--- config.mk ---
export PLATFORM = sky130hd
export DESIGN_NAME = sram_port_arbiter_flat
export DESIGN_NICKNAME = d
export VERILOG_FILES = /design/src/rtl/sram_port_arbiter_if.sv /design/src/rtl/sram_port_arbiter.sv /design/src/flat_wrapper.sv
export SDC_FILE = /design/constraint.sdc
export NUM_CORES = 1
export LEC_CHECK = 0
export ABC_AREA = 0
export CORE_AREA = 5 5 101 103
export DETAILED_ROUTE_END_ITERATION = 12
export DIE_AREA = 0 0 106 108
export PLACE_DENSITY = 0.71
export SYNTH_ARGS = -nofsm -noshare
export SYNTH_HDL_FRONTEND = slang
export SYNTH_SLANG_ARGS = --single-unit
--- constraint.sdc ---
create_clock -name clk -period 2.12 [get_ports clk]
set_input_delay 0.318 -clock clk [delete_from_list [all_inputs] [get_ports clk]]
set_output_delay 0.318 -clock clk [all_outputs]
set_load 0.02 [all_outputs]
--- src/rtl/sram_port_arbiter_if.sv ---
// Handshake bundle between the core's fetch / load-store requesters, the arbiter and the unified SRAM.
// The arbiter takes the slave view; the core plus SRAM side takes the master view.
interface sram_port_arbiter_if;
    logic        inst_req;
    logic [31:0] inst_addr;
    logic        inst_addr_ok;
    logic        inst_data_ok;
    logic [31:0] inst_rdata;

    logic        data_req;
    logic        data_we;
    logic [31:0] data_addr;
    logic [31:0] data_wdata;
    logic        data_addr_ok;
    logic        data_data_ok;
    logic [31:0] data_rdata;

    logic        sram_en;
    logic        sram_we;
    logic [31:0] sram_addr;
    logic [31:0] sram_wdata;
    logic [31:0] sram_rdata;

    modport slave (
        input  inst_req, inst_addr,
        output inst_addr_ok, inst_data_ok, inst_rdata,
        input  data_req, data_we, data_addr, data_wdata,
        output data_addr_ok, data_data_ok, data_rdata,
        output sram_en, sram_we, sram_addr, sram_wdata,
        input  sram_rdata
    );

    modport master (
        output inst_req, inst_addr,
        input  inst_addr_ok, inst_data_ok, inst_rdata,
        output data_req, data_we, data_addr, data_wdata,
        input  data_addr_ok, data_data_ok, data_rdata,
        input  sram_en, sram_we, sram_addr, sram_wdata,
        output sram_rdata
    );
endinterface

--- src/rtl/sram_port_arbiter.sv ---
// Single-port SRAM arbiter between instruction fetch and load/store, one access per cycle, 1-cycle response.
// SRAM_ARB_RR_EN selects round-robin on conflict; undefined gives data priority with fetch starvation override.
//
// state  | meaning
// IDLE   | no response due this cycle
// RESP_I | fetch read data returns this cycle
// RESP_D | load data / store ack returns this cycle
module sram_port_arbiter #(
    parameter int STARVE_LIMIT = 4,
    parameter int CNT_W        = 3
) (
    input  logic               clk,
    input  logic               resetn,
    sram_port_arbiter_if.slave bus
);

    typedef enum logic [1:0] {
        IDLE   = 2'd0,
        RESP_I = 2'd1,
        RESP_D = 2'd2
    } state_t;

    state_t state;
    logic   arb_ready;
    logic   resp_we;
    logic   gnt_i;
    logic   gnt_d;

`ifdef SRAM_ARB_RR_EN
    localparam logic SIDE_D = 1'b0;
    localparam logic SIDE_I = 1'b1;
    logic rr_last;
`else
    localparam logic [CNT_W-1:0] LIMIT = CNT_W'(STARVE_LIMIT);
    logic [CNT_W-1:0] starve_cnt;
`endif

    always_comb begin
        gnt_i = 1'b0;
        gnt_d = 1'b0;
        if (arb_ready) begin
            if (bus.inst_req && bus.data_req) begin
`ifdef SRAM_ARB_RR_EN
                if (rr_last == SIDE_D) gnt_i = 1'b1;
                else                   gnt_d = 1'b1;
`else
                if (starve_cnt == LIMIT) gnt_i = 1'b1;
                else                     gnt_d = 1'b1;
`endif
            end else if (bus.inst_req) begin
                gnt_i = 1'b1;
            end else if (bus.data_req) begin
                gnt_d = 1'b1;
            end
        end
    end

    assign bus.inst_addr_ok = gnt_i;
    assign bus.data_addr_ok = gnt_d;
    assign bus.sram_en      = gnt_i | gnt_d;
    assign bus.sram_we      = gnt_d & bus.data_we;
    assign bus.sram_addr    = gnt_i ? bus.inst_addr : (gnt_d ? bus.data_addr : 32'd0);
    assign bus.sram_wdata   = gnt_d ? bus.data_wdata : 32'd0;

    // Response data is the SRAM output passed straight through; store acks carry zero.
    assign bus.inst_data_ok = (state == RESP_I);
    assign bus.inst_rdata   = (state == RESP_I) ? bus.sram_rdata : 32'd0;
    assign bus.data_data_ok = (state == RESP_D);
    assign bus.data_rdata   = (state == RESP_D && !resp_we) ? bus.sram_rdata : 32'd0;

    always_ff @(posedge clk or negedge resetn) begin
        if (!resetn) begin
            arb_ready  <= 1'b0;
            state      <= IDLE;
            resp_we    <= 1'b0;
`ifdef SRAM_ARB_RR_EN
            rr_last    <= SIDE_D;
`else
            starve_cnt <= '0;
`endif
        end else begin
            arb_ready <= 1'b1;
            resp_we   <= gnt_d & bus.data_we;
            if (gnt_i)      state <= RESP_I;
            else if (gnt_d) state <= RESP_D;
            else            state <= IDLE;
`ifdef SRAM_ARB_RR_EN
            if (gnt_i)      rr_last <= SIDE_I;
            else if (gnt_d) rr_last <= SIDE_D;
`else
            // Counts every cycle fetch waits, including the cycle before arb_ready rises.
            if (!bus.inst_req || gnt_i)  starve_cnt <= '0;
            else if (starve_cnt != LIMIT) starve_cnt <= starve_cnt + 1'b1;
`endif
        end
    end

endmodule

--- src/flat_wrapper.sv ---
// flat-port wrapper written by rule: the top's interface ports become plain ports
module sram_port_arbiter_flat 
#(
    parameter int STARVE_LIMIT = 4,
    parameter int CNT_W        = 3
)
  (clk, resetn, bus_inst_req, bus_inst_addr, bus_inst_addr_ok, bus_inst_data_ok, bus_inst_rdata, bus_data_req, bus_data_we, bus_data_addr, bus_data_wdata, bus_data_addr_ok, bus_data_data_ok, bus_data_rdata, bus_sram_en, bus_sram_we, bus_sram_addr, bus_sram_wdata, bus_sram_rdata);
  sram_port_arbiter_if bus_i ();
  input  logic clk;
  input  logic resetn;
  input wire logic [$bits(bus_i.inst_req)-1:0] bus_inst_req;
  input wire logic [$bits(bus_i.inst_addr)-1:0] bus_inst_addr;
  output wire logic [$bits(bus_i.inst_addr_ok)-1:0] bus_inst_addr_ok;
  output wire logic [$bits(bus_i.inst_data_ok)-1:0] bus_inst_data_ok;
  output wire logic [$bits(bus_i.inst_rdata)-1:0] bus_inst_rdata;
  input wire logic [$bits(bus_i.data_req)-1:0] bus_data_req;
  input wire logic [$bits(bus_i.data_we)-1:0] bus_data_we;
  input wire logic [$bits(bus_i.data_addr)-1:0] bus_data_addr;
  input wire logic [$bits(bus_i.data_wdata)-1:0] bus_data_wdata;
  output wire logic [$bits(bus_i.data_addr_ok)-1:0] bus_data_addr_ok;
  output wire logic [$bits(bus_i.data_data_ok)-1:0] bus_data_data_ok;
  output wire logic [$bits(bus_i.data_rdata)-1:0] bus_data_rdata;
  output wire logic [$bits(bus_i.sram_en)-1:0] bus_sram_en;
  output wire logic [$bits(bus_i.sram_we)-1:0] bus_sram_we;
  output wire logic [$bits(bus_i.sram_addr)-1:0] bus_sram_addr;
  output wire logic [$bits(bus_i.sram_wdata)-1:0] bus_sram_wdata;
  input wire logic [$bits(bus_i.sram_rdata)-1:0] bus_sram_rdata;
  assign bus_i.inst_req = bus_inst_req;
  assign bus_i.inst_addr = bus_inst_addr;
  assign bus_inst_addr_ok = bus_i.inst_addr_ok;
  assign bus_inst_data_ok = bus_i.inst_data_ok;
  assign bus_inst_rdata = bus_i.inst_rdata;
  assign bus_i.data_req = bus_data_req;
  assign bus_i.data_we = bus_data_we;
  assign bus_i.data_addr = bus_data_addr;
  assign bus_i.data_wdata = bus_data_wdata;
  assign bus_data_addr_ok = bus_i.data_addr_ok;
  assign bus_data_data_ok = bus_i.data_data_ok;
  assign bus_data_rdata = bus_i.data_rdata;
  assign bus_sram_en = bus_i.sram_en;
  assign bus_sram_we = bus_i.sram_we;
  assign bus_sram_addr = bus_i.sram_addr;
  assign bus_sram_wdata = bus_i.sram_wdata;
  assign bus_i.sram_rdata = bus_sram_rdata;
  sram_port_arbiter #(.STARVE_LIMIT(STARVE_LIMIT), .CNT_W(CNT_W)) u_core (.clk(clk), .resetn(resetn), .bus(bus_i));
endmodule
# == After elaboration in Yosys (flattened, before gate mapping) ==
# Index checks and enable logic that the tools add are counted.
# totals
elab_cells,35
inputBits,133
reg_bits,7
# op_classes
reduce_logical,6
addsub,1
n_eq_ne,4
bitwise_logic,2
muxes,18
# op_table
op,n
$mux W32,5
$mux W1,9
$mux W3,2
$mux W2,2
$add A3 B1 Y3 const B,1
$eq A3 B3 Y1 const B,1
$ne A3 B3 Y1 const B,1
$eq A2 B1 Y1 const B,1
$eq A2 B2 Y1 const B,1
$logic_and A1 B1 Y1,2
$logic_not A1 Y1,2
$reduce_bool A2 Y1,1
$and A1 B1 Y1,1
$logic_or A1 B1 Y1,1
$or A1 B1 Y1,1

# == Longest topological paths before layout ==
# depth
ltp_word,6
ltp_mapped,7

# == Worst setup path after synthesis ==
# No wires, ideal clock.
# synth_path
kind,reg2out
startpoint,reg u_core.starve_cnt[0]
endpoint,out bus_sram_addr[22]
path_stages_with_launch,7
path_buffers,1
setup_slack_ns,0.206
t_required_ns,1.802
arrival_time_ns,1.596
path_cell_list,dfrtp_1 > inv_1 > ha_1 > nand2_2 > a211oi_4 > buf_2 > a22o_1
# synth_via
word_cells_on_any_way,9
cone_classes,eq/ne: 1; mux: 8
# synth_rtl
element,line,text
"start, declared",sram_port_arbiter.sv:35,logic [CNT_W-1:0] starve_cnt;
"start signal, assigned",sram_port_arbiter.sv:93,else if (starve_cnt != LIMIT) starve_cnt <= starve_cnt + 1'b1;
$eq A3 B3 Y1,sram_port_arbiter.sv:47,if (starve_cnt == LIMIT) gnt_i = 1'b1;
$mux W1,sram_port_arbiter.sv:47,
$mux W1,sram_port_arbiter.sv:42,if (bus.inst_req && bus.data_req) begin
$mux W1,sram_port_arbiter.sv:41,if (arb_ready) begin
net bus_inst_addr_ok,flat_wrapper.sv:13,output wire logic [$bits(bus_i.inst_addr_ok)-1:0] bus_inst_addr_ok;
$mux W32,sram_port_arbiter.sv:62,assign bus.sram_addr = gnt_i ? bus.inst_addr : (gnt_d ? bus.data_addr : 32'd0);
"end, declared",flat_wrapper.sv:25,output wire logic [$bits(bus_i.sram_addr)-1:0] bus_sram_addr;
# The timed path passes the listed nets, and every way through them passes these cells.

# == Final worst setup path ==
# layout_path
startpoint,reg u_core.starve_cnt[1]
endpoint,out bus_sram_addr[10]
# layout_via
elab_chain_len,6
word_cells_on_any_way,9
cone_classes,eq/ne: 1; mux: 8
# layout_lines
element,line
$eq A3 B3 Y1 (*),sram_port_arbiter.sv:47
$mux W1,sram_port_arbiter.sv:47
$mux W1,sram_port_arbiter.sv:42
$mux W1,sram_port_arbiter.sv:41
$mux W32,sram_port_arbiter.sv:62
$mux W32 (*),sram_port_arbiter.sv:62
# Mark *: on every way between the ends. The rest lies on a longest branch, timed or not.

==> summary.txt <==
Run status
  • Status: complete, but fails checks
  • Failing checks: setup timing

Pwr
  • Internal Power: 0.000750 W
  • Combinational share of power: 70.9%
  • Psw: 0.000403 W
  • Clk pwr share: 16.3%
  • Sequential power share: 12.9%
  • Pwr Density: around 270 nW/µm²
  • Pleak: 2.16 nW
  • Worst VDD drop: 0.133 mV
  • Sw frac: 35.0%

Timing
  • Unrepaired setup endpoints after global routing: yes
  • Post-route clock skew: 2.88 ps
  • Final Hold Fails: 0
  • Shortest period the worst path allows: 2130 ps
  • Max Transition Viols Final: 0
  • Final Cycle Share: 100%
  • Worst setup margin: -10.1 ps
  • Fmax: approximately 0.47 GHz
  • Final setup fails: 5

Clock tree
  • CTS max path bufs: 2
  • CTS tree: yes
  • Clock Latency Late Sink: 230 ps
  • Total CTS buffers: 3
  • Clk pin slew, worst setup/hold paths: 40 ps
  • Clk sinks: 7
  • Htree depth: 1
  • Root Buffer: clkbuf_8

Critical path
  • Worst reg-to-reg setup slack: roughly 540 ps
  • R2R depth: 7
  • Crit. Startpoint: u_core.starve_cnt[1]
  • CP required: 1800 ps
  • Reg-to-reg endpoint: u_core.resp_we
  • Critical path class: register to output pin
  • Worst-path maximum fanout: 13
  • Worst setup EP type: output pin
  • R2R Path Start: u_core.starve_cnt[1]
  • Data arrival, critical path: about 1800 ps
  • Critical Path Start Type: register
  • Setup crit end: bus_sram_addr[10]

Finish
  • Share of cells above drive strength 1: 22.6%
  • Ant. Diodes: 0
  • Cell Count, Final, Fillers Out: 566
  • Final nets: 591
  • Synth-to-layout area growth: 219%

GRT
  • Total Routing Usage GR: 15.5%
  • Initial antenna violation count: 0
  • Largest net degree at the start of global routing: 34
  • Total global routing overflow: 0
  • First-pass GRT wire length: 13800 µm
  • Vias in the first global route: about 2500

Logic synthesis
  • Mean Syn Cell Area: 7.50 µm²
  • Synth top cells by count: and2_1, a22o_1, clkbuf_1, dfrtp_1, buf_2
  • Top post-synthesis cells by area: and2_1, a22o_1, dfrtp_1, buf_6, clkbuf_1
  • Yosys Warn Count: 0
  • Yosys reg bits: 7
  • Synthesized cell area: 1340 µm²
  • Synth Flop Type: dfrtp_1
  • Post-synthesis cell count: roughly 180
  • Share of the synthesized area in the top cell type: between 40% and 50%
  • Sequential cell area fraction in the yosys report: 13.1%
  • Async S/R FF share, synth: 100%
  • Biggest area consumer among synthesized cells: and2_1
  • Post-synth EDFFs: 0
  • Synth cell types: 23
  • Total nets after synthesis: around 310
  • Most common cell in the netlist: and2_1

Placement
  • Final Wtd Congestion: 0.857
  • Worst slack, placed: -450 ps
  • Port Buffers: 266
  • Hpwl dp: 8240 µm
  • Placed Cells: between 500 and 600

Routing
  • Number of DRC markers in iteration 0: 51
  • Via density: 4.14
  • Vias: between 2000 and 2500
  • DRT Pass-1 Iters: 4
  • WL/cell: roughly 17 µm
  • DRT antenna net count: 0
  • Post-detailed-routing wire length: 9600 µm
  • # DRC: 0

Die
  • DIE AREA: around 11000 µm²
  • Rows: 35
  • Die W: 106 µm
  • Starting Density: 14.7%
  • Core ar.: 9110 µm²
  • Top Ports: 267
  • Die height: roughly 110 µm

Run
  • Maxcap violations: 0

Worst hold path
  • Hold WC Path Type: primary input to asynchronous set/reset pin
==> sequential cells by signal, summed over array words and instances (netlist names) <==
| register | cells |
|---|---|
| u_core.arb_ready | 1 |
| u_core.resp_we | 1 |
| u_core.starve_cnt | 3 |
| u_core.state | 2 |
==> logic make-up (layout without fill, tap and decap cells) <==
logic type | count (synthesis) | after routing | share of synthesized area [%]
AOI/OAI and AO/OA | 40 | 40 | 26.4
adders and majority gates | 2 | 2 | 1.87
buffers and inverters | 20 | 297 | 7.87
DFF | 7 | 7 | 13.1
muxes | 1 | 1 | 0.843
other | 1 | 1 | 0.281
and+or+nand+nor | 107 | 107 | 49.6
==> what timing repair did <==
action                     CTS  global route
setup endpoints to repair   99            73
setup buffers                3             1
hold buffers                 0             0
pin swaps                    3             4
gates cloned                 3             0
resized for setup          300            58
==> power groups by stage <==
stage	logic (W)	registers, W	clock network (W)
2_1_floorplan	0.000294	0.000148	0
3_3_place_gp	0.000813	0.000148	0
3_5_place_dp	0.000821	0.000149	0
4_1_cts	0.000798	0.000148	0.000191
5_1_grt	0.000866	0.000149	0.000198
6_report	0.000817	0.000148	0.000187
==> final cells by class <==
| type | instances | area (µm²) |
|---|---|---|
| multi-input combinational | 151 | 1090 |
| clock buffer | 4 | 45.0 |
| timing repair buffer | 289 | 2790 |
| inverter | 4 | 15.0 |
| tap | 111 | 139 |
| fill | 933 | 4850 |
| sequential | 7 | 175 |
==> worst min-delay path by stage <==
stage,from,endpoint,cells after the start
finish,resetn,u_core.arb_ready,1
global route,resetn,u_core.arb_ready,1
CTS,resetn,u_core.arb_ready,1
detailed placement,u_core.starve_cnt[2],u_core.starve_cnt[2],1
global placement,u_core.starve_cnt[2],u_core.starve_cnt[2],1
floorplan,resetn,u_core.arb_ready,0
==> placed cells by master, fill, tap and decap left out, types with 4 or more instances in the layout <==
master	n
dfrtp_1	7
buf_6	23
clkdlybuf4s50_1	157
dlymetal6s2s_1	10
and2_1	97
a22o_1	31
buf_2	26
buf_12	4
dlygate4sd2_1	33
buf_4	30
inv_2	4
==> layer usage <==
layer  share of wire [%]  up-vias  track usage, %  wire length [µm]
met5                   0        -               0                 0
met4                 2.9        0            5.18               276
met3                  11       18            5.61              1100
met2                  52      170            29.9              4970
met1                  34      997            15.3              3260
li1                    -     1158               -                 -
==> worst max-delay path, stage by stage (launching register included) <==
cell and delay [ps]:
dfrtp_1 390, inv_2 90, ha_4 150, nand2_4 70, o211a_4 310, buf_6 160
a22o_1 240, buf_4 160
==> metrics by stage <==
stage	utilization, %	power, W	cell area, µm²	hold WS [ps]	setup TNS, ps
4_1_cts	45.5	0.00114	4150	366	-1640
3_5_place_dp	46.2	0.000969	4210	482	-24550
2_1_floorplan	-	0.000441	1340	22.4	0
3_3_place_gp	46.2	0.000961	4210	477	-23840
6_report	46.7	0.00115	4260	354	-35.1
5_1_grt	46.7	0.00121	4260	385	-1900
(Power assumes the default switching activity.)
